<file path="config.mk">
export PLATFORM = sky130hd
export DESIGN_NAME = cobs_decode_stream
export DESIGN_NICKNAME = d
export VERILOG_FILES = /design/src/rtl/cobs_decode_stream.sv
export SDC_FILE = /design/constraint.sdc
export NUM_CORES = 1
export LEC_CHECK = 0
export CAP_MARGIN = 20
export CORE_MARGIN = 4
export CORE_UTILIZATION = 54
export CTS_CLUSTER_SIZE = 25
export DETAILED_ROUTE_END_ITERATION = 12
export GPL_TIMING_DRIVEN = 0
export MAX_ROUTING_LAYER = met4
export PLACE_DENSITY = 0.86
export SLEW_MARGIN = 25
export SYNTH_ARGS = -nofsm -noshare
export SYNTH_HDL_FRONTEND = slang
export SYNTH_SLANG_ARGS = --single-unit
</file>
<file path="constraint.sdc">
create_clock -name clk -period 3.7 [get_ports clk]
set_clock_uncertainty 0.1 [all_clocks]
set_input_delay 0.37 -clock clk [delete_from_list [all_inputs] [get_ports clk]]
set_output_delay 0.37 -clock clk [all_outputs]
set_load 0.05 [all_outputs]
</file>
<file path="src/rtl/cobs_decode_stream.sv">
// cobs_decode_stream: streaming COBS frame decoder with a one-byte hold so the final byte can carry o_last.
// Define COBS_DECODE_LEN_EN to add the per-frame length counter, o_len and overflow dropping.
module cobs_decode_stream #(
  parameter int MAX_FRAME = 1024,
  localparam int LW = $clog2(MAX_FRAME + 1)
) (
  input  logic       clk,
  input  logic       rst_n,
  input  logic [7:0] i_data,
  input  logic       i_valid,
  output logic       o_ready,
  output logic [7:0] o_data,
  output logic       o_valid,
  input  logic       i_ready,
  output logic       o_last,
  output logic       o_error,
  output logic [1:0] o_err_code
`ifdef COBS_DECODE_LEN_EN
  ,
  output logic [LW-1:0] o_len
`endif
);
  if (MAX_FRAME < 2 || LW > 16) begin : g_bad_param
    $error("MAX_FRAME out of range");
  end
  typedef enum logic [1:0] {IDLE, DATA, DROP} state_t;
  state_t state, state_n;
  logic [7:0] rem, rem_n, hold, dec;
  logic pz, pz_n, hold_vld, hold_vld_n, accept, emit, load, load_last, err;
  logic [1:0] code_n;
`ifdef COBS_DECODE_LEN_EN
  logic [LW-1:0] cnt, cnt_n;
`endif
  assign o_ready = !o_valid || i_ready;
  assign accept = i_valid && o_ready;
  always_comb begin
    state_n = state;
    rem_n = rem;
    pz_n = pz;
    hold_vld_n = hold_vld;
    emit = 1'b0;
    dec = i_data;
    load_last = 1'b0;
    err = 1'b0;
    code_n = o_err_code;
    if (accept) begin
      if (state == DROP) state_n = i_data == 8'h00 ? IDLE : DROP;
      else if (i_data != 8'h00 && (state == IDLE || rem == 8'd0)) begin
        // code byte: the implicit zero of the previous block surfaces only now
        rem_n = i_data - 8'd1;
        pz_n = i_data != 8'hFF;
        state_n = DATA;
        emit = state == DATA && pz;
        dec = 8'h00;
      end else if (i_data != 8'h00) begin
        rem_n = rem - 8'd1;
        emit = 1'b1;
      end else if (state == DATA) begin
        state_n = IDLE;
        hold_vld_n = 1'b0;
        load_last = rem == 8'd0 && hold_vld;
        err = rem != 8'd0 || !hold_vld;
        code_n = !err ? o_err_code : rem != 8'd0 ? 2'd1 : 2'd3;
      end
    end
`ifdef COBS_DECODE_LEN_EN
    if (emit && cnt == LW'(MAX_FRAME)) begin
      emit = 1'b0;
      hold_vld_n = 1'b0;
      err = 1'b1;
      code_n = 2'd2;
      state_n = DROP;
    end
    cnt_n = state_n == DATA ? cnt + LW'(emit) : '0;
`endif
    load = emit ? hold_vld : load_last;
    if (emit) hold_vld_n = 1'b1;
  end
  always_ff @(posedge clk or negedge rst_n) begin
    if (!rst_n) begin
      state <= IDLE;
      rem <= 8'd0;
      pz <= 1'b0;
      hold <= 8'd0;
      hold_vld <= 1'b0;
      o_data <= 8'd0;
      o_valid <= 1'b0;
      o_last <= 1'b0;
      o_error <= 1'b0;
      o_err_code <= 2'd0;
    end else begin
      state <= state_n;
      rem <= rem_n;
      pz <= pz_n;
      hold_vld <= hold_vld_n;
      o_error <= err;
      o_err_code <= code_n;
      if (emit) hold <= dec;
      if (accept) begin
        o_valid <= load;
        o_last <= load_last;
        if (load) o_data <= hold;
      end else if (i_ready) begin
        o_valid <= 1'b0;
        o_last <= 1'b0;
      end
    end
  end
`ifdef COBS_DECODE_LEN_EN
  always_ff @(posedge clk or negedge rst_n) begin
    if (!rst_n) begin
      cnt <= '0;
      o_len <= '0;
    end else begin
      cnt <= cnt_n;
      if (load_last) o_len <= cnt;
    end
  end
`endif
endmodule

</file>
After elaboration in Yosys (flattened, before gate mapping) --
Cells that the tools add are included.
Word-level totals: word-level logic and storage cells 82, register bits after elaboration 33, output and inout port bits 14
Operators by class: equal/unequal tests 7, mux-type cells 35, reduce and logical (&&, ||, !) cells 25, $add $sub $neg 2, bitwise logic cells 3
Operators with widths (number):
- $mux 8 | 5
- $mux 1 | 24
- $logic_not 8->1 | 2
- $reduce_bool 8->1 | 2
- $sub 8x1->8 const B | 2
- $mux 2 | 6
- $reduce_and 3->1 | 3
- $ne 8x8->1 const B | 1
- $reduce_bool 2->1 | 4
- $ne 2x2->1 const B | 3
- $reduce_and 6->1 | 1
- $reduce_and 5->1 | 1
- $logic_and 1x1->1 | 4
- $logic_or 1x1->1 | 3
- $ne 3x3->1 const B | 1
- $not 1->1 | 3
- $reduce_bool 3->1 | 1
- $eq 2x1->1 const B | 1
- $eq 2x2->1 const B | 1
- $logic_not 1->1 | 2
- $logic_not 2->1 | 1
- $reduce_and 2->1 | 1

Logic depth before layout (Yosys ltp) --
Gate-level depths: netlist of the first run.
depth in word-level cells 9, mapped depth 11, gate-level depth less buffers 9

Worst setup path before layout of the first run --
No wires, ideal clock.
kind register -> register, start point reg o_valid, end point reg o_data[0], arrival time 2.448 ns, data required time 3.475 ns, path buffers 1, stages on the path, launching flop included 8, path slack 1.027 ns, setup time 0.125 ns, cells stage by stage dfrtp_1 nand2b_1 nand2_1 or4b_1 buf_2 nor3_4 o21ai_4 mux2_4
On the way: cells in the longest elaborated chain, start to end 6, elaborated cells on any way between the ends 7, classes of those cells mux (3); reduce/logical (4)
Ends and longest elaborated chain:
- start, declared | RTL line 13 | output logic o_valid,
- start signal, assigned | RTL line 100 | o_valid <= load;
- $logic_not 1->1 * | RTL line 34 | assign o_ready = !o_valid || i_ready;
- $logic_or 1x1->1 * | RTL line 34
- net o_ready | RTL line 11 | output logic o_ready,
- $logic_and 1x1->1 * | RTL line 35 | assign accept = i_valid && o_ready;
- $mux 1 | RTL line 46 | if (accept) begin
- $mux 1 | RTL line 76 | load = emit ? hold_vld : load_last;
- $reduce_and 2->1 (no source line) *
- end signal, assigned | RTL line 102 | if (load) o_data <= hold;
- end, declared | RTL line 12 | output logic [7:0] o_data,
Mark *: on every way through the listed nets, which the timed path passes. The rest lies on a longest branch. A chain may end at the register's enable or synchronous reset.

Worst setup path in the final report of the first run --
start point reg rem[2], end point reg rem[6]
On the way: cells in the longest elaborated chain, start to end 5, elaborated cells on any way between the ends 8, classes of those cells add/sub (1); mux (2); reduce/logical (5)
Ends and longest elaborated chain:
- start, declared | RTL line 28 | logic [7:0] rem, rem_n, hold, dec;
- start signal, assigned | RTL line 93 | rem <= rem_n;
- branches (longest 5 deep; another with $sub 8x1->8)
Several ways; the timed one is not identified. The select of a mux whose other input is x is not followed.

==> results of run 1 <==
==> synthesized netlist by cell type (all sizes together), types with 2 or more instances <==
| library cell | number | share of area |
|---|---|---|
| o31ai | 2 | 0.0082 |
| inv | 11 | 0.023 |
| nand3 | 11 | 0.033 |
| nand4 | 2 | 0.0068 |
| or2 | 2 | 0.0068 |
| o211ai | 2 | 0.0082 |
| o21ai | 18 | 0.055 |
| and2 | 2 | 0.0082 |
| clkbuf | 4 | 0.0082 |
| nand3b | 2 | 0.0082 |
| or3 | 3 | 0.010 |
| buf | 5 | 0.023 |
| dfrtp | 33 | 0.45 |
| nand2 | 12 | 0.025 |
| mux2 | 10 | 0.078 |
| a211o | 2 | 0.0096 |
| mux2i | 4 | 0.029 |
| o22a | 2 | 0.0096 |
| a22oi | 2 | 0.0082 |
| nand2b | 2 | 0.0068 |
| nor3 | 9 | 0.049 |
| a21oi | 8 | 0.022 |
| nor2 | 15 | 0.031 |
==> logic make-up after synthesis <==
family | share of synthesized area
and+or+nand+nor | 0.2062
AOI/OAI and AO/OA | 0.1699
DFF | 0.4521
buffers and inverters | 0.05342
muxes | 0.1069
xor gates and xnor gates | 0.004795
adders and majority gates | 0.006848
==> state kept, by name (all words and copies together), names as in the netlist <==
name        cells
state           2
hold_vld        1
o_last          1
o_error         1
o_valid         1
pz              1
rem             8
o_err_code      2
hold            8
o_data          8
==> layer usage <==
metal,share of wire,routed length [µm],track usage
met2,0.49,2028,0.3556
met4,0.012,50,0.07868
met5,0,0,-
met1,0.45,1879,0.2701
met3,0.046,190,0.05782
==> power by group <==
group | switching (µW) | leakage [µW] | internal, µW
Sequential | 91.2 | 0.000394 | 459
Clock | 131 | 0.0000445 | 160
Combinational | 298 | 0.000493 | 210
==> what timing repair did <==
action                                 CTS  global route
setup endpoints to repair                0             0
hold buffers                             1             0
endpoints found under the hold margin   33             0
==> path summary, 6_finish.rpt <==
kind | start | endpoint | slack, ns | depth (start not counted)
setup / recovery | rem[2] | rem[6] | 0.72 | 10
hold / removal | i_data[3] | hold[3] | 0.29 | 3
setup reg to reg | rem[2] | rem[6] | 0.72 | 10
hold reg to reg | o_err_code[0] | o_err_code[0] | 0.38 | 1
max in group asynchronous | rst_n | rem[5] | 2.52 | 2
min in group asynchronous | rst_n | o_valid | 0.52 | 2
==> per-stage QoR <==
stage               utilization  std cells  worst slack [ns]  hold WS (ns)  power (µW)
floorplan                     -        180             1.027      -0.02559       893.6
global placement         0.6698        247            0.4947        0.3557        1040
detailed placement       0.6683        247            0.3977        0.3581        1066
CTS                      0.6996        256            0.7776        0.2897        1355
global route             0.6996        256            0.5554        0.2888        1430
finish                   0.6996        256            0.7163        0.2929        1350
==> final cells by class <==
type / count / area, µm² / area share
plain buffers: 9 / 56.30 / 0.02552
clock buffers: 6 / 51.30 / 0.02326
clock inverters: 2 / 37.54 / 0.01702
inverters: 11 / 41.29 / 0.01872
multi-input cells: 127 / 903.4 / 0.4095
flip-flops and latches: 33 / 825.8 / 0.3744
well taps: 44 / 55.05 / 0.02496
repair buffers: 24 / 235.2 / 0.1066
==> worst max-delay path, stage by stage, from the launching register on <==
cell     delay [ns]
dfrtp_1        0.47
nor3_2         0.29
a31o_1         0.21
buf_6          0.13
nand2_1        0.23
a22oi_1        0.27
ha_1           0.28
a21bo_2        0.28
a21oi_1        0.23
nor3b_1        0.10
a211o_1        0.28
==> out/summary.txt, run 1 <==
status = completed
DP Area = 0.002107 mm²
VDD IR max = 492.7 µV
Die W = 66.16 µm
FILL cells = 255
Worst Tran Pin Value = 0.7301 ns
drt drc = 0
first-pass GRT wire length = 7.051 mm
Port Buffers = 23
# setup viols final = 0
Post-synth EDFFs = 0
Min-Delay Path Class = input port to register
CTS tree = done
Rows = 20
Post-DRT Antenna Nets = 0
Lkg Pwr = 0.0009319 µW
total number of vias = 1474
Post-Syn Area = 0.001827 mm²
endpoints failing hold = 0
clk buf depth = 2
drt via density = 5.758
crit path time final = 2.984 ns
Synth Warn # = 0
pwr/cell area = 612.0 mW/mm²
Setup CP Type = register to register
Post-Synthesis Cells = 180
hpwl dp = 3.074 mm
Final period util = 0.8064
Clk Latency, worst-skew pair = 0.35 ns
Worst EP required = 3.84 ns
TNS Setup = 0 ns
Slew headroom = 0.5132
die height = 66.16 µm
Die Area = 0.004377 mm²
clk root buf = clkbuf_4
most frequent cells in the layout = dfrtp_1, clkdlybuf4s50_1, o21ai_0
Clock transition at path regs = 0.11 ns
initial antenna violation count = 0
largest net degree at the start of global routing = 34
Peak Freq = 335.2 MHz
Mapped Nets = 193
final global-route overflow total = 0
Layout area overhead = 20.75%
number of diodes = 0
Avg Cell Area, Syn = 10.15 µm²
sequential cell area fraction in the yosys report = 0.4521
worst-path maximum fanout = 10
GPL Wtd Cong = 0.8945
final net count = 224
final wirelength = 4.148 mm
Synth Flop Type = dfrtp_1
Yosys reg bits = 33
IO Count = 26
CP arrival = 3.13 ns
commonest non-fill, non-tap cell in the layout = dfrtp_1
GRT Overall Usage = 0.2214
distinct cell type count after synthesis = 49
unrepaired setup endpoints after global routing = false
Max-Cap Viols = 0
H-tree levels = 2
Post-CTS Resized = 0
Synth async-reset ratio = 1.000
DR WL/cell = 16.20 µm
Core Area = 0.003153 mm²
Pre-antenna DRT Iters = 4
starting DRC count in detailed routing = 80
CP startpoint kind = register
clk sink count = 33
vias in the first global route = 1520
critical path endpoint category = register
layout cell share with drive strength beyond 1 = 0.1745
design area = 0.002206 mm²
max-slew violation count = 0
postcts setup bufs = 0
Initial Util = 0.5794
TritonCTS Buffers = 5
No activity file was read; power rests on OpenSTA's default activity.
==> inputs of run 2 (changes only) <==
CORE_UTILIZATION = 49   (was 54)
PLACE_DENSITY = 0.83   (was 0.86)
clock period = 2.5 ns   (was 3.7 ns; I/O delays follow)
==> run 2 against run 1 <==
The flow now finishes with violations (setup timing). First-iteration DRC count is 100% higher. Clock power up 79%. Total power is 70% higher. Register-to-register slack lost 0.73 ns. Critical endpoint unchanged. Sequential power rose by 51%. Die area grew 8.9%. Worst setup slack lost 0.73 ns. Global-route usage fell by 1.3 points. Combinational power increased by 87%. Critical path depth is the same.
==> out/summary.txt, run 2 (synthesis results as in run 1) <==
status = finished with violations
failing checks = setup timing
total area of sequential cells = 833.3 µm² (+0.91%)
Final period util = 1.005 (+0.1990)
GRT Overall Usage = 0.2088 (-0.01267)
switching power = 890.0 µW (+71%)
Peak Freq = 397.8 MHz (+19%)
Layout area overhead = 36.58%
Multi-input gate area = 0.001020 mm² (+13%)
Post-DRT Antenna Nets = 0 (unchanged)
Die Area = 0.004769 mm² (+8.9%)
Lkg Pwr = 0.001070 µW (+15%)
register share of total power = 0.361 (-0.047)
clk buf depth = 2 (unchanged)
Min-Delay Path Class = input port to async pin
Port Buffers = 23 (unchanged)
Place WS = -0.5407 ns (-0.9385 ns)
vias in the first global route = 1582 (+4.1%)
hpwl dp = 2.922 mm (-5.0%)
VDD IR max = 647.6 µV (+31%)
CTS tree = done
Pre-antenna DRT Iters = 4 (unchanged)
endpoints failing hold = 0 (unchanged)
Rows = 21 (+5.0%)
CP arrival = 2.60 ns (-0.53 ns)
clk root buf = clkbuf_8
Clk Latency, worst-skew pair = 0.30 ns (-0.05 ns)
pwr/cell area = 921.9 mW/mm² (+51%)
unrepaired setup endpoints after global routing = true
Post-Route Utilization = 0.7193 (+0.01973)
design area = 0.002495 mm² (+13%)
max-slew violation count = 0 (unchanged)
largest net degree at the start of global routing = 31 (-8.8%)
starting DRC count in detailed routing = 160 (+100%)
number of diodes = 0 (unchanged)
drt drc = 0 (unchanged)
switching share of power = 0.3869 (+0.001417)
layout cell share with drive strength beyond 1 = 0.3084 (+0.1338)
GPL Wtd Cong = 0.9710 (+8.6%)
TritonCTS Buffers = 5 (unchanged)
H-tree levels = 2 (unchanged)
crit path time final = 2.514 ns (-0.4702 ns)
# placed instances = 250 (+1.2%)
final worst setup slack = -0.01355 ns (-0.7298 ns)
Slew headroom = 0.6623 (+0.1490)
top flop regs = hold: 8 flops, o_data: 8 flops, rem: 8 flops
worst-path maximum fanout = 4 (-6)
initial antenna violation count = 0 (unchanged)
Gate power share = 0.413 (+0.037)
Clock transition at path regs = 0.08 ns (-0.03 ns)
clk sink count = 33 (unchanged)
Worst Tran Pin Value = 0.5050 ns (-0.2251 ns)
fin cells = 273 (+6.6%)
final global-route overflow total = 0 (unchanged)
# setup viols final = 2 (+2)
Die W = 69.06 µm (+4.4%)
most frequent cells in the layout = dfrtp_1, clkdlybuf4s50_1, o21ai_0
commonest non-fill, non-tap cell in the layout = dfrtp_1
WHS = 0.1927 ns (-0.1002 ns)
FILL cells = 260 (+2.0%)
Max-Cap Viols = 0 (unchanged)
Initial Util = 0.5267 (-0.05267)
clock power share = 0.226 (+0.010)
DR WL/cell = 17.81 µm (+9.9%)
total number of vias = 1596 (+8.3%)
DP Area = 0.002136 mm² (+1.4%)
Setup CP Type = register to register
die height = 69.06 µm (+4.4%)
CP startpoint kind = register
Power Internal = 1410 µW (+70%)
drt via density = 5.846 (+1.5%)
Core Area = 0.003468 mm² (+10%)
IO Count = 26 (unchanged)
final net count = 239 (+6.7%)
final wirelength = 4.862 mm (+17%)
critical path endpoint category = register
Worst EP required = 2.59 ns (-1.25 ns)
first-pass GRT wire length = 7.824 mm (+11%)
-- run 2: changes by cell type in the layout (fill, tap and decap cells not counted), sizes merged --
cell           change
buf               +15
clkbuf             -1
clkdlybuf4s50      -5
clkinv             +1
dlygate4sd2        +2
dlymetal6s2s       +3
-- run 2: worst max-delay path, stage by stage, from the launching register on --
cell	delay, ns
dfrtp_2	0.43
nor3_4	0.20
a31o_1	0.20
buf_6	0.13
and2_4	0.18
mux2i_1	0.20
ha_2	0.21
a21bo_4	0.26
a21oi_4	0.14
o21ai_1	0.08
a211o_1	0.26
-- run 2: repair_timing --
item / in CTS / in global routing
hold buffers: 1 / 0
hold endpoints to repair: 33 / 0
pin swaps: 8 / 10
endpoints found under the setup margin: 14 / 19
gates resized for setup: 14 / 20
buffers inserted: 12 / 3
-- run 2: power by group through the flow --
stage,clock network (µW),logic (µW),registers [µW]
after CTS,522,868,820
after detailed placement,0,745,825
after floorplan,0,342,983
after global routing,542,1010,850
final,520,949,831
after global placement,0,729,814
-- run 2: final cells by class --
type | instances | share of cell area
plain buffers | 8 | 0.01705
clock buffers | 5 | 0.02758
clock inverters | 3 | 0.01856
inverters | 11 | 0.01655
multi-input cells | 127 | 0.4087
flip-flops and latches | 33 | 0.3340
well taps | 46 | 0.02307
repair buffers | 40 | 0.1545
-- run 2: per-stage QoR --
step	total power (µW)	TNS, ns
final	2300	-0.01816
after floorplan	1325	0
after CTS	2210	0
after detailed placement	1570	-7.273
after global placement	1543	-6.074
after global routing	2402	-0.1732
-- run 2: per-layer routing --
metal / track usage / part of all wire / vias to the layer above
li1: - / - / 738
met1: 0.2681 / 0.41 / 760
met2: 0.3252 / 0.48 / 78
met3: 0.04797 / 0.072 / 20
met4: 0.07158 / 0.036 / 0
met5: - / 0 / -
-- run 2: final timing paths --
path	endpoint	slack (ns)	cells after the start	from
max	rem[6]	-0.01	10	rem[1]
min	o_data[4]	0.19	2	rst_n
max reg2reg	rem[6]	-0.01	10	rem[1]
min reg2reg	o_err_code[0]	0.38	1	o_err_code[0]
max in group asynchronous	rem[1]	1.72	3	rst_n
min in group clk	hold[3]	0.25	3	i_data[3]
